File: src/rtl/nsa_defs.vh
// nsa_defs: shared state encodings, nibble width and counter-width helper for nibble_serial_adder.
`ifndef NSA_DEFS_VH
`define NSA_DEFS_VH
`define NSA_IDLE 2'd0
`define NSA_RUN 2'd1
`define NSA_DONE 2'd2
`define NSA_NIB_W 4
`define NSA_CNT_W(n) (((n) > 1) ? $clog2(n) : 1)
`endif

File: src/rtl/nibble_serial_adder_pkg.sv
// nibble_serial_adder_pkg: state type, nibble width and counter sizing for the serial adder.
package nibble_serial_adder_pkg;
`include "nsa_defs.vh"
    typedef enum logic [1:0] {IDLE = `NSA_IDLE, RUN = `NSA_RUN, DONE = `NSA_DONE} state_t;
    localparam int NIB_W = `NSA_NIB_W;
    function automatic int cnt_w(input int nib);
        return `NSA_CNT_W(nib);
    endfunction
endpackage

File: src/rtl/nibble_adder.sv
// nibble_adder: combinational 4-bit ripple-carry slice.
module nibble_adder
    import nibble_serial_adder_pkg::*;
(
    input  logic             carryin,
    input  logic [NIB_W-1:0] X,
    input  logic [NIB_W-1:0] Y,
    output logic [NIB_W-1:0] S,
    output logic             carryout
);
    logic [NIB_W:0] w_c;
    assign w_c[0] = carryin;
    for (genvar i = 0; i < NIB_W; i++) begin : g_bit
        assign S[i] = X[i] ^ Y[i] ^ w_c[i];
        assign w_c[i+1] = (X[i] & Y[i]) | (w_c[i] & (X[i] ^ Y[i]));
    end
    assign carryout = w_c[NIB_W];
endmodule

File: src/rtl/nibble_serial_adder.sv
// nibble_serial_adder: WIDTH-bit adder processing one nibble per clock through a shared slice.
// Optional signed-overflow output enabled by defining NSA_OVF_EN.
module nibble_serial_adder
    import nibble_serial_adder_pkg::*;
#(
    parameter int WIDTH = 16
) (
    input  logic             clk,
    input  logic             rst,
    input  logic             start,
    input  logic [WIDTH-1:0] x,
    input  logic [WIDTH-1:0] y,
    input  logic             cin,
    output logic             busy,
    output logic             done,
    output logic [WIDTH-1:0] sum,
`ifdef NSA_OVF_EN
    output logic             ovf,
`endif
    output logic             cout
);
    localparam int NIB = WIDTH / NIB_W;
    localparam int CW = cnt_w(NIB);
    localparam logic [CW-1:0] LAST = CW'(NIB - 1);

    state_t           r_state;
    logic [WIDTH-1:0] r_x, r_y, r_acc;
    logic             r_carry;
    logic [CW-1:0]    r_cnt;
    logic [NIB_W-1:0] w_s;
    logic             w_co;
    logic [WIDTH-1:0] w_acc;
`ifdef NSA_OVF_EN
    logic             r_xs, r_ys;
`endif

    nibble_adder u_add (
        .carryin (r_carry),
        .X       (r_x[NIB_W-1:0]),
        .Y       (r_y[NIB_W-1:0]),
        .S       (w_s),
        .carryout(w_co)
    );

    // New nibble enters at the top; after NIB steps nibble 0 has reached bit 0.
    assign w_acc = WIDTH'({w_s, r_acc} >> NIB_W);

    always_ff @(posedge clk) begin
        if (rst) begin
            r_state <= IDLE;
            busy    <= 1'b0;
            done    <= 1'b0;
            sum     <= '0;
            cout    <= 1'b0;
            r_carry <= 1'b0;
            r_cnt   <= '0;
            r_x     <= '0;
            r_y     <= '0;
            r_acc   <= '0;
`ifdef NSA_OVF_EN
            ovf     <= 1'b0;
            r_xs    <= 1'b0;
            r_ys    <= 1'b0;
`endif
        end else begin
            case (r_state)
                IDLE: if (start) begin
                    r_x     <= x;
                    r_y     <= y;
                    r_carry <= cin;
                    r_cnt   <= '0;
                    busy    <= 1'b1;
                    r_state <= RUN;
`ifdef NSA_OVF_EN
                    r_xs    <= x[WIDTH-1];
                    r_ys    <= y[WIDTH-1];
`endif
                end
                RUN: begin
                    r_x     <= r_x >> NIB_W;
                    r_y     <= r_y >> NIB_W;
                    r_acc   <= w_acc;
                    r_carry <= w_co;
                    r_cnt   <= r_cnt + CW'(1);
                    if (r_cnt == LAST) begin
                        sum     <= w_acc;
                        cout    <= w_co;
                        done    <= 1'b1;
                        r_state <= DONE;
`ifdef NSA_OVF_EN
                        ovf     <= (r_xs == r_ys) && (w_s[NIB_W-1] != r_xs);
`endif
                    end
                end
                DONE: begin
                    done    <= 1'b0;
                    busy    <= 1'b0;
                    r_state <= IDLE;
                end
                default: r_state <= IDLE;
            endcase
        end
    end
endmodule

File: config.mk
export PLATFORM = sky130hd
export DESIGN_NAME = nibble_serial_adder
export DESIGN_NICKNAME = d
export VERILOG_FILES = /design/src/rtl/nibble_serial_adder_pkg.sv /design/src/rtl/nibble_adder.sv /design/src/rtl/nibble_serial_adder.sv
export VERILOG_INCLUDE_DIRS = /design/src /design/src/rtl
export SDC_FILE = /design/constraint.sdc
export NUM_CORES = 1
export LEC_CHECK = 0
export ABC_CLOCK_PERIOD_IN_PS = 4200
export CAP_MARGIN = 0
export CORE_MARGIN = 2
export CORE_UTILIZATION = 55
export DETAILED_ROUTE_END_ITERATION = 16
export GPL_ROUTABILITY_DRIVEN = 1
export GPL_TIMING_DRIVEN = 0
export PLACE_DENSITY = 0.84
export SYNTH_ARGS = -nofsm -noshare
export SYNTH_HDL_FRONTEND = slang
export SYNTH_HIERARCHICAL = 1
export SYNTH_SLANG_ARGS = --single-unit
File: constraint.sdc
create_clock -name clk -period 4.2 [get_ports clk]
set_input_delay 1.05 -clock clk [delete_from_list [all_inputs] [get_ports clk]]
set_output_delay 1.05 -clock clk [all_outputs]
set_load 0.01 [all_outputs]
# Word level (Yosys, flattened, before mapping)
# Index checks and enable logic that the tools add are counted.
[classes]
n_addsub = 1
n_bitwise = 20
mul = 0
reduce_logical = 9
n_eq_ne = 5
n_div = 0
mux = 15
order_cmp = 0
n_shift = 0
[ops]
columns = ["operator", "count"]
rows = [
  ["$pmux 16 s2", 2],
  ["$mux 16", 2],
  ["$reduce_and 2->1", 5],
  ["$and 1x1->1", 8],
  ["$pmux 2 s2", 2],
  ["$xor 1x1->1", 8],
  ["$mux 2", 3],
  ["$pmux 1 s2", 3],
  ["$reduce_bool 2->1", 3],
  ["$eq 2x2->1 const B", 2],
  ["$ne 2x2->1 const B", 2],
  ["$or 1x1->1", 4],
  ["$mux 1", 3],
  ["$add 2x1->2 const B", 1],
  ["$eq 2x1->1 const B", 1],
  ["$logic_not 2->1", 1],
]
[totals]
mem_count = 0
regBits = 72
latchBits = 0
wordCells = 60
in_bits = 36
ramBits = 0
romBits = 0
out_inout_bits = 19

# Depth between registers and ports, before layout
# Gate-level depths: netlist (run 1).
[depth]
depth_word = 10
mapped_depth = 10
mapped_depth_nobuf = 10

# Modules after synthesis
# Netlist (run 1), hierarchy kept.
[modules_own_cells]
columns = ["module", "seq_area_each_um2", "cells_per_inst", "area_each_um2", "n_inst"]
rows = [
  ["nibble_serial_adder", 1361.3, 267, 2723.9, 1],
  ["nibble_adder", 0.0, 14, 117.6, 1],
]

# Least setup slack after synthesis (run 1)
# No wires, ideal clock.
[synth_timing]
path_kind = "register -> register"
start = "register r_x[0]"
end = "register r_acc[15]"
setup_time_ns = 0.070
n_path_buf = 0
path_stages_with_launch = 11
arrival_ns = 1.976
required_time_ns = 4.130
setup_slack_ns = 2.154
cell_sequence = "dfxtp_1 > fa_1 > inv_1 > fa_1 > inv_1 > fa_1 > inv_1 > fa_1 > inv_1 > nand2_1 > a21oi_1"
[synth_between]
elab_chain_len = 8
word_cells_on_any_way = 9
classes_between = "bitwise: 9"
[synth_rtl]
columns = ["item", "line_no", "text"]
rows = [
  ["from (decl)", "nibble_serial_adder.sv:27", "logic [WIDTH-1:0] r_x, r_y, r_acc;"],
  ["from (signal assigned)", "nibble_serial_adder.sv:80", "r_x <= r_x >> NIB_W;"],
  ["$xor 1x1->1", "nibble_adder.sv:15", "assign w_c[i+1] = (X[i] & Y[i]) | (w_c[i] & (X[i] ^ Y[i]));"],
  ["$and 1x1->1", "nibble_adder.sv:15", ""],
  ["$or 1x1->1 *", "nibble_adder.sv:15", ""],
  ["$and 1x1->1 *", "nibble_adder.sv:15", ""],
  ["$or 1x1->1 *", "nibble_adder.sv:15", ""],
  ["$and 1x1->1 *", "nibble_adder.sv:15", ""],
  ["$or 1x1->1 *", "nibble_adder.sv:15", ""],
  ["$xor 1x1->1 *", "nibble_adder.sv:14", "assign S[i] = X[i] ^ Y[i] ^ w_c[i];"],
  ["named net w_s[3]", "nibble_serial_adder.sv:30", "logic [NIB_W-1:0] w_s;"],
  ["to (signal assigned)", "nibble_serial_adder.sv:82", "r_acc <= w_acc;"],
  ["to (decl)", "nibble_serial_adder.sv:27", ""],
]
# The timed path passes the listed nets; every way through them passes the cells marked *.
# A chain may end at the register's enable or synchronous reset.

# Final worst setup path (run 1)
[layout_timing]
start = "register sum[14]"
end = "output port sum[14]"
[layout_rtl]
columns = ["item", "line_no", "text"]
rows = [
  ["from (decl)", "nibble_serial_adder.sv:16", "output logic [WIDTH-1:0] sum,"],
  ["from (signal assigned)", "nibble_serial_adder.sv:86", "sum <= w_acc;"],
]
# No word-level cell between the ends.

==> results of run 1 <==
-- Yosys cell counts (2+ instances only) --
cell        n  area, µm²
o21ai_0     4       20.0
a21oi_1    34        170
buf_4       3       22.5
buf_6       6       67.6
clkbuf_1    5       18.8
nor2_1      8       30.0
fa_1        4       80.1
o2bb2ai_2  19        285
nand2_1    58        218
a22oi_1     5       37.5
dfxtp_1    68       1360
nand3_1     3       15.0
mux2i_1    25        250
o2bb2ai_1   6       52.6
nor2b_1     2       12.5
inv_1      12       45.0
buf_2       7       35.0
-- flip-flops by register name, summed over array words and instances (netlist names) --
signal and flops:
r_state 2, r_carry 1, r_y 16, cout 1, r_acc 12, r_x 16, sum 16, busy 1
done 1, r_cnt 2
-- per-stage QoR --
| stage | cell area [µm²] | util | hold slack (ns) | instances | setup WS [ns] |
|---|---|---|---|---|---|
| final | 3640 | 0.721 | 0.455 | 420 | 1.93 |
| after global routing | 3640 | 0.721 | 0.475 | 420 | 1.78 |
| after global placement | 3460 | 0.686 | 0.444 | 404 | 1.68 |
| after CTS | 3640 | 0.721 | 0.459 | 420 | 1.92 |
| after detailed placement | 3460 | 0.686 | 0.448 | 404 | 1.66 |
| after floorplan | 2840 | - | 0.432 | 281 | 2.15 |
-- routing by layer --
layer / vias to the layer above / wire [µm] / global-route usage
li1: 1100 / - / -
met1: 1002 / 2630 / 0.305
met2: 50 / 2790 / 0.354
met3: 14 / 239 / 0.0476
met4: 0 / 109 / 0.111
met5: - / 0 / 0
-- cell families (layout without fill, tap and decap cells) --
kind of cell / count (synthesis) / after routing / share of synthesized area
AOI/OAI and AO/OA: 72 / 72 / 0.214
adders and majority gates: 5 / 5 / 0.0326
buffers and inverters: 33 / 102 / 0.0665
DFF: 68 / 68 / 0.479
muxes: 26 / 26 / 0.0920
and+or+nand+nor: 77 / 77 / 0.115
-- how the worst max path moves through the flow --
stage,from,end,slack [ns],cells past startpoint
after floorplan,r_x[0],r_acc[15],2.15,10
after global placement,start,r_x[5],1.68,6
after detailed placement,start,r_x[5],1.66,6
after CTS,sum[14],sum[14],1.92,1
after global routing,r_x[0],sum[15],1.78,10
final,sum[14],sum[14],1.93,1
-- cell type report --
| type | instances | area, µm² | share of cell area |
|---|---|---|---|
| Clock inverter | 2 | 35.0 | 0.00963 |
| Inverter | 12 | 45.0 | 0.0124 |
| Clock buffer | 14 | 143 | 0.0392 |
| Tap cell | 70 | 87.6 | 0.0241 |
| Timing Repair Buffer | 53 | 531 | 0.146 |
| Multi-Input combinational cell | 180 | 1290 | 0.355 |
| Sequential cell | 68 | 1360 | 0.374 |
| Buffer | 21 | 144 | 0.0396 |
-- power by group through the flow --
stage                     Combinational (µW)  Sequential, µW  Clock, µW
after global routing                     175             696        538
after CTS                                159             693        514
final                                    158             693        505
after detailed placement                 158             707          0
after global placement                   155             706          0
after floorplan                          101             703          0
==> results_dict.tcl, run 1 <==
set metrics [dict create \
    rrSetupSlack_ns 1.97 \
    start_util 0.564 \
    wirelength_um 5760 \
    ir_worst_vdd_mv 0.273 \
    hold_end "sum[1]" \
    critical_path_buf_inv_count 1 \
    worstPathArrival_ns 1.22 \
    syn_to_final_growth_pct 28.0 \
    holdBufCountCts 0 \
    seqPwrFrac 0.511 \
    rsz0062_at_grt "false" \
    final_max_slew_viol_count 0 \
    dp_hpwl_um 4060 \
    drt_iter0_markers 80 \
    grt_pass1_vias 2071 \
    max_stage_delay_ns 0.54 \
    power.share.combinational 0.116 \
    cts_tree "done" \
    first_pass_iters 4 \
    grt-ovfl-total 0 \
    worst_pin_slew_ns 0.573 \
    synth_edf_count 0 \
    drive_gt1_frac 0.146 \
    critical_path_class "flip-flop to output pin" \
    cts-resized-gates 0 \
    rr_endpoint "sum[15]" \
    async_flop_share 0 \
    required_ns 3.15 \
    final.setup.tns_ns 0 \
    start_kind "flip-flop" \
    wire_per_inst_um 13.7 \
    final_hold_viol_count 0 \
    reg2regPathDepth 10 \
    holdCritPathClass "flip-flop to flip-flop" \
    grt_first_pass_wirelength_um 9650 \
    internal-power_uw 1030 \
    fp.coreArea_um2 5040 \
    fillers 417 \
    slowest_stage "clkdlybuf4s50_1" \
    max_freq_mhz 440 \
    syn_nets 322 \
    worstSetupEndpointType "output pin" \
    post_cts_buffers 0 \
    fin_nets 386 \
    portBuffers 53 \
    root_buffer "clkbuf_8" \
    diodes 0 \
    rows 26 \
    yosys_warnings 6 \
    grt_util_all_layers 0.229 \
    vias_per_cell 5.16 \
    pwr-share-clk 0.373 \
    relSlewSlack 0.618 \
    fin_crit_ns 2.27 \
    syn_inst 281 \
    final_common_cell "dfxtp_1" \
    drv_cap 0 \
    finalCritPeriodShare 0.542 \
    yosysSeqAreaShare 0.479 \
    leakage_uw 0.00135 \
    ys_seq_elements 68 \
    fp.dieArea_um2 5760 \
    regToRegStartpoint "r_x[0]" \
    clkLatencyLatePin_ns 0.35 \
    setup_viol 0 \
    ant_nets 0 \
    die_y_um 75.9 \
    worstPathMaxFanout 2 \
    power.density_nw_per_um2 373 \
    crit_family "buffers and inverters" \
    p_switching_uw 327 \
    hold_depth 2 \
    synthFlopType "dfxtp_1" \
    skew_ns 0.00519 \
    remaining_drc_errors 0 \
    h-tree-depth 3 \
    ioPinCount 55 \
    swShare 0.241 \
    outcome "complete, no violations" \
    vias 2166 \
    netlist_area_um2 2840 \
    cts_max_path_buffers 2 \
    gp_congestion 0.761 \
    cts_sinks 68 \
    numCtsBuffers 9 \
    hp-start "r_acc[5]" \
    yosysUniqueCellTypes 29 \
    grt_max_degree 11 \
    die_w_um 75.9 \
    fin_total_pwr_uw 1360 \
    clk_pin_slew_worst_paths_ns 0.07 \
    worstPathCellList "clkdlybuf4s50_1" \
    final_cell_mix "68 x dfxtp_1, 58 x nand2_1, 53 x clkdlybuf4s50_1" \
    synth_area_per_cell_um2 10.1 \
    antenna_found_initial 0 \
]
No activity file was read; power rests on OpenSTA's default activity.
==> run 2: changes to the inputs <==
--- a/config.mk
+++ b/config.mk
@@ -6,14 +6,14 @@
 export SDC_FILE = /design/constraint.sdc
 export NUM_CORES = 1
 export LEC_CHECK = 0
-export ABC_CLOCK_PERIOD_IN_PS = 4200
+export ABC_CLOCK_PERIOD_IN_PS = 2200
 export CAP_MARGIN = 0
 export CORE_MARGIN = 2
-export CORE_UTILIZATION = 55
+export CORE_UTILIZATION = 51
 export DETAILED_ROUTE_END_ITERATION = 16
 export GPL_ROUTABILITY_DRIVEN = 1
 export GPL_TIMING_DRIVEN = 0
-export PLACE_DENSITY = 0.84
+export PLACE_DENSITY = 0.79
 export SYNTH_ARGS = -nofsm -noshare
 export SYNTH_HDL_FRONTEND = slang
 export SYNTH_HIERARCHICAL = 1
==> constraint.sdc (replaced) <==
create_clock -name clk -period 2.2 [get_ports clk]
set_input_delay 0.55 -clock clk [delete_from_list [all_inputs] [get_ports clk]]
set_output_delay 0.55 -clock clk [all_outputs]
set_load 0.01 [all_outputs]
==> run 2 against run 1 <==
Worst hold slack worse by 0.00060 ns; cell count is 0.48% higher; worst setup slack worse by 1.8 ns; clock-buffer cell count is 4 lower; wire length is 1.8% higher; first-iteration DRC count is 25% higher; flip-flop and latch count stayed put; clock power is 100% higher; via count is 0.23% lower; critical endpoint is now r_acc[15].
==> results_dict.tcl, run 2 (synthesis gave the netlist of run 1 again) <==
set metrics [dict create \
    cts_max_path_buffers 2 \
    drv_cap 0 \
    wirelength_um 5860 \
    first_pass_iters 4 \
    finalCritPeriodShare 0.965 \
    post_cts_buffers 0 \
    hold_end "sum[12]" \
    remaining_drc_errors 0 \
    h-tree-depth 3 \
    die_y_um 78.6 \
    worstPathArrival_ns 2.40 \
    antenna_found_initial 0 \
    required_ns 2.47 \
    final_hold_viol_count 0 \
    root_buffer "clkbuf_8" \
    drive_gt1_frac 0.186 \
    power.density_nw_per_um2 722 \
    diodes 0 \
    drt_iter0_markers 100 \
    clkLatencyLatePin_ns 0.34 \
    wire_per_inst_um 13.9 \
    regToRegStartpoint "r_x[0]" \
    holdCritPathClass "flip-flop to flip-flop" \
    cts_tree "done" \
    fin_nets 386 \
    dp_cells 406 \
    multi_input_area_um2 1310 \
    ioPinCount 55 \
    grt_pass1_vias 2182 \
    grt-ovfl-total 0 \
    grt_max_degree 13 \
    grt_util_all_layers 0.206 \
    outcome "complete, no violations" \
    regArea_um2 1360 \
    rows 27 \
    setup_viol 0 \
    fin_crit_ns 2.12 \
    start_kind "flip-flop" \
    fillers 433 \
    holdBufCountCts 0 \
    die_w_um 78.6 \
    vias_per_cell 5.12 \
    worst_slack_ns 0.0770 \
    vias 2161 \
    cts_sinks 68 \
    rsz0062_at_grt "true" \
    utilization 0.677 \
    clk_pin_slew_worst_paths_ns 0.07 \
    final_max_slew_viol_count 0 \
    ant_nets 0 \
    critical_path_class "flip-flop to flip-flop" \
    skew_ns 0.00974 \
    syn_to_final_growth_pct 29.5 \
    grt_first_pass_wirelength_um 9940 \
    hp-start "sum[12]" \
    reg2regPathDepth 10 \
    ir_worst_vdd_mv 0.448 \
    hold_depth 2 \
    gp_congestion 0.776 \
    fp.dieArea_um2 6180 \
    rrSetupSlack_ns 0.08 \
    final_common_cell "dfxtp_1" \
    dp_slack_ns -0.00465 \
    worstSetupEndpointType "flip-flop" \
    rr_endpoint "r_acc[15]" \
    relSlewSlack 0.640 \
    portBuffers 53 \
    start_util 0.522 \
    leakage_uw 0.00135 \
    final_cell_mix "67 x dfxtp_1, 58 x nand2_1, 53 x clkdlybuf4s50_1" \
    instances_no_fill 422 \
    numCtsBuffers 9 \
    worstPathMaxFanout 2 \
    dp_hpwl_um 4220 \
    worst_pin_slew_ns 0.540 \
    max_freq_mhz 471 \
    reg.largest.list "r_x (16), r_y (16), sum (16)" \
    fp.coreArea_um2 5440 \
]
==> run 2: cell count changes in the layout (fill, tap and decap cells not counted), sizes merged <==
cell | before | now
clkbuf | 19 | 15
clkinv | 1 | 3
clkinvlp | 0 | 2
==> run 2: layer usage <==
metal / track usage / vias to the layer above / part of all wire
met2: 0.350 / 39 / 0.50
met5: 0 / - / 0
li1: - / 1087 / -
met4: 0.0912 / 0 / 0.013
met3: 0.0379 / 8 / 0.030
met1: 0.254 / 1027 / 0.46
==> run 2: cell type report <==
class                           instances  share of cell area
Clock inverter                          6              0.0173
Inverter                               12              0.0122
Multi-Input combinational cell        180               0.355
Clock buffer                           10              0.0374
Tap cell                               72              0.0245
Sequential cell                        68               0.370
Timing Repair Buffer                   53               0.144
Buffer                                 21              0.0391
==> run 2: how the worst max path moves through the flow <==
stage	from	endpoint	slack, ns	cells past startpoint
2_1_floorplan	r_x[0]	r_acc[15]	0.15	10
3_3_place_gp	r_x[0]	r_acc[15]	0.03	10
3_5_place_dp	r_x[0]	r_acc[15]	-0.005	10
4_1_cts	r_x[0]	r_acc[15]	0.03	10
5_1_grt	r_x[0]	r_acc[15]	-0.007	10
6_report	r_x[0]	r_acc[15]	0.08	10
==> run 2: through the flow <==
step	TNS [ns]	power, µW	cell area [µm²]	hold WS (ns)
CTS	0	2680	3670	0.457
detailed placement	-0.00465	1650	3460	0.446
floorplan	0	1530	2840	0.432
global placement	0	1640	3460	0.444
finish	0	2660	3680	0.455
global route	-0.00694	2760	3680	0.479
==> run 2: what timing repair did <==
action,in CTS,in global routing
setup endpoints to repair,2,2
gates cloned,0,0
gates resized for setup,7,2
pin swaps,3,2
==> run 2: power breakdown <==
group | internal [µW] | switching, µW | total [µW]
Sequential | 1280 | 37.7 | 1320
Combinational | 157 | 150 | 307
Clock | 552 | 477 | 1030
Total | 1990 | 665 | 2660
==> run 2: worst max-delay path, stage by stage, from the launching register on <==
cell and delay [ns]:
dfxtp_2 0.33, fa_2 0.38, inv_2 0.07, fa_2 0.18, inv_1 0.05, fa_2 0.33
inv_2 0.06, fa_1 0.41, inv_2 0.08, nand2_1 0.06, a21oi_2 0.11
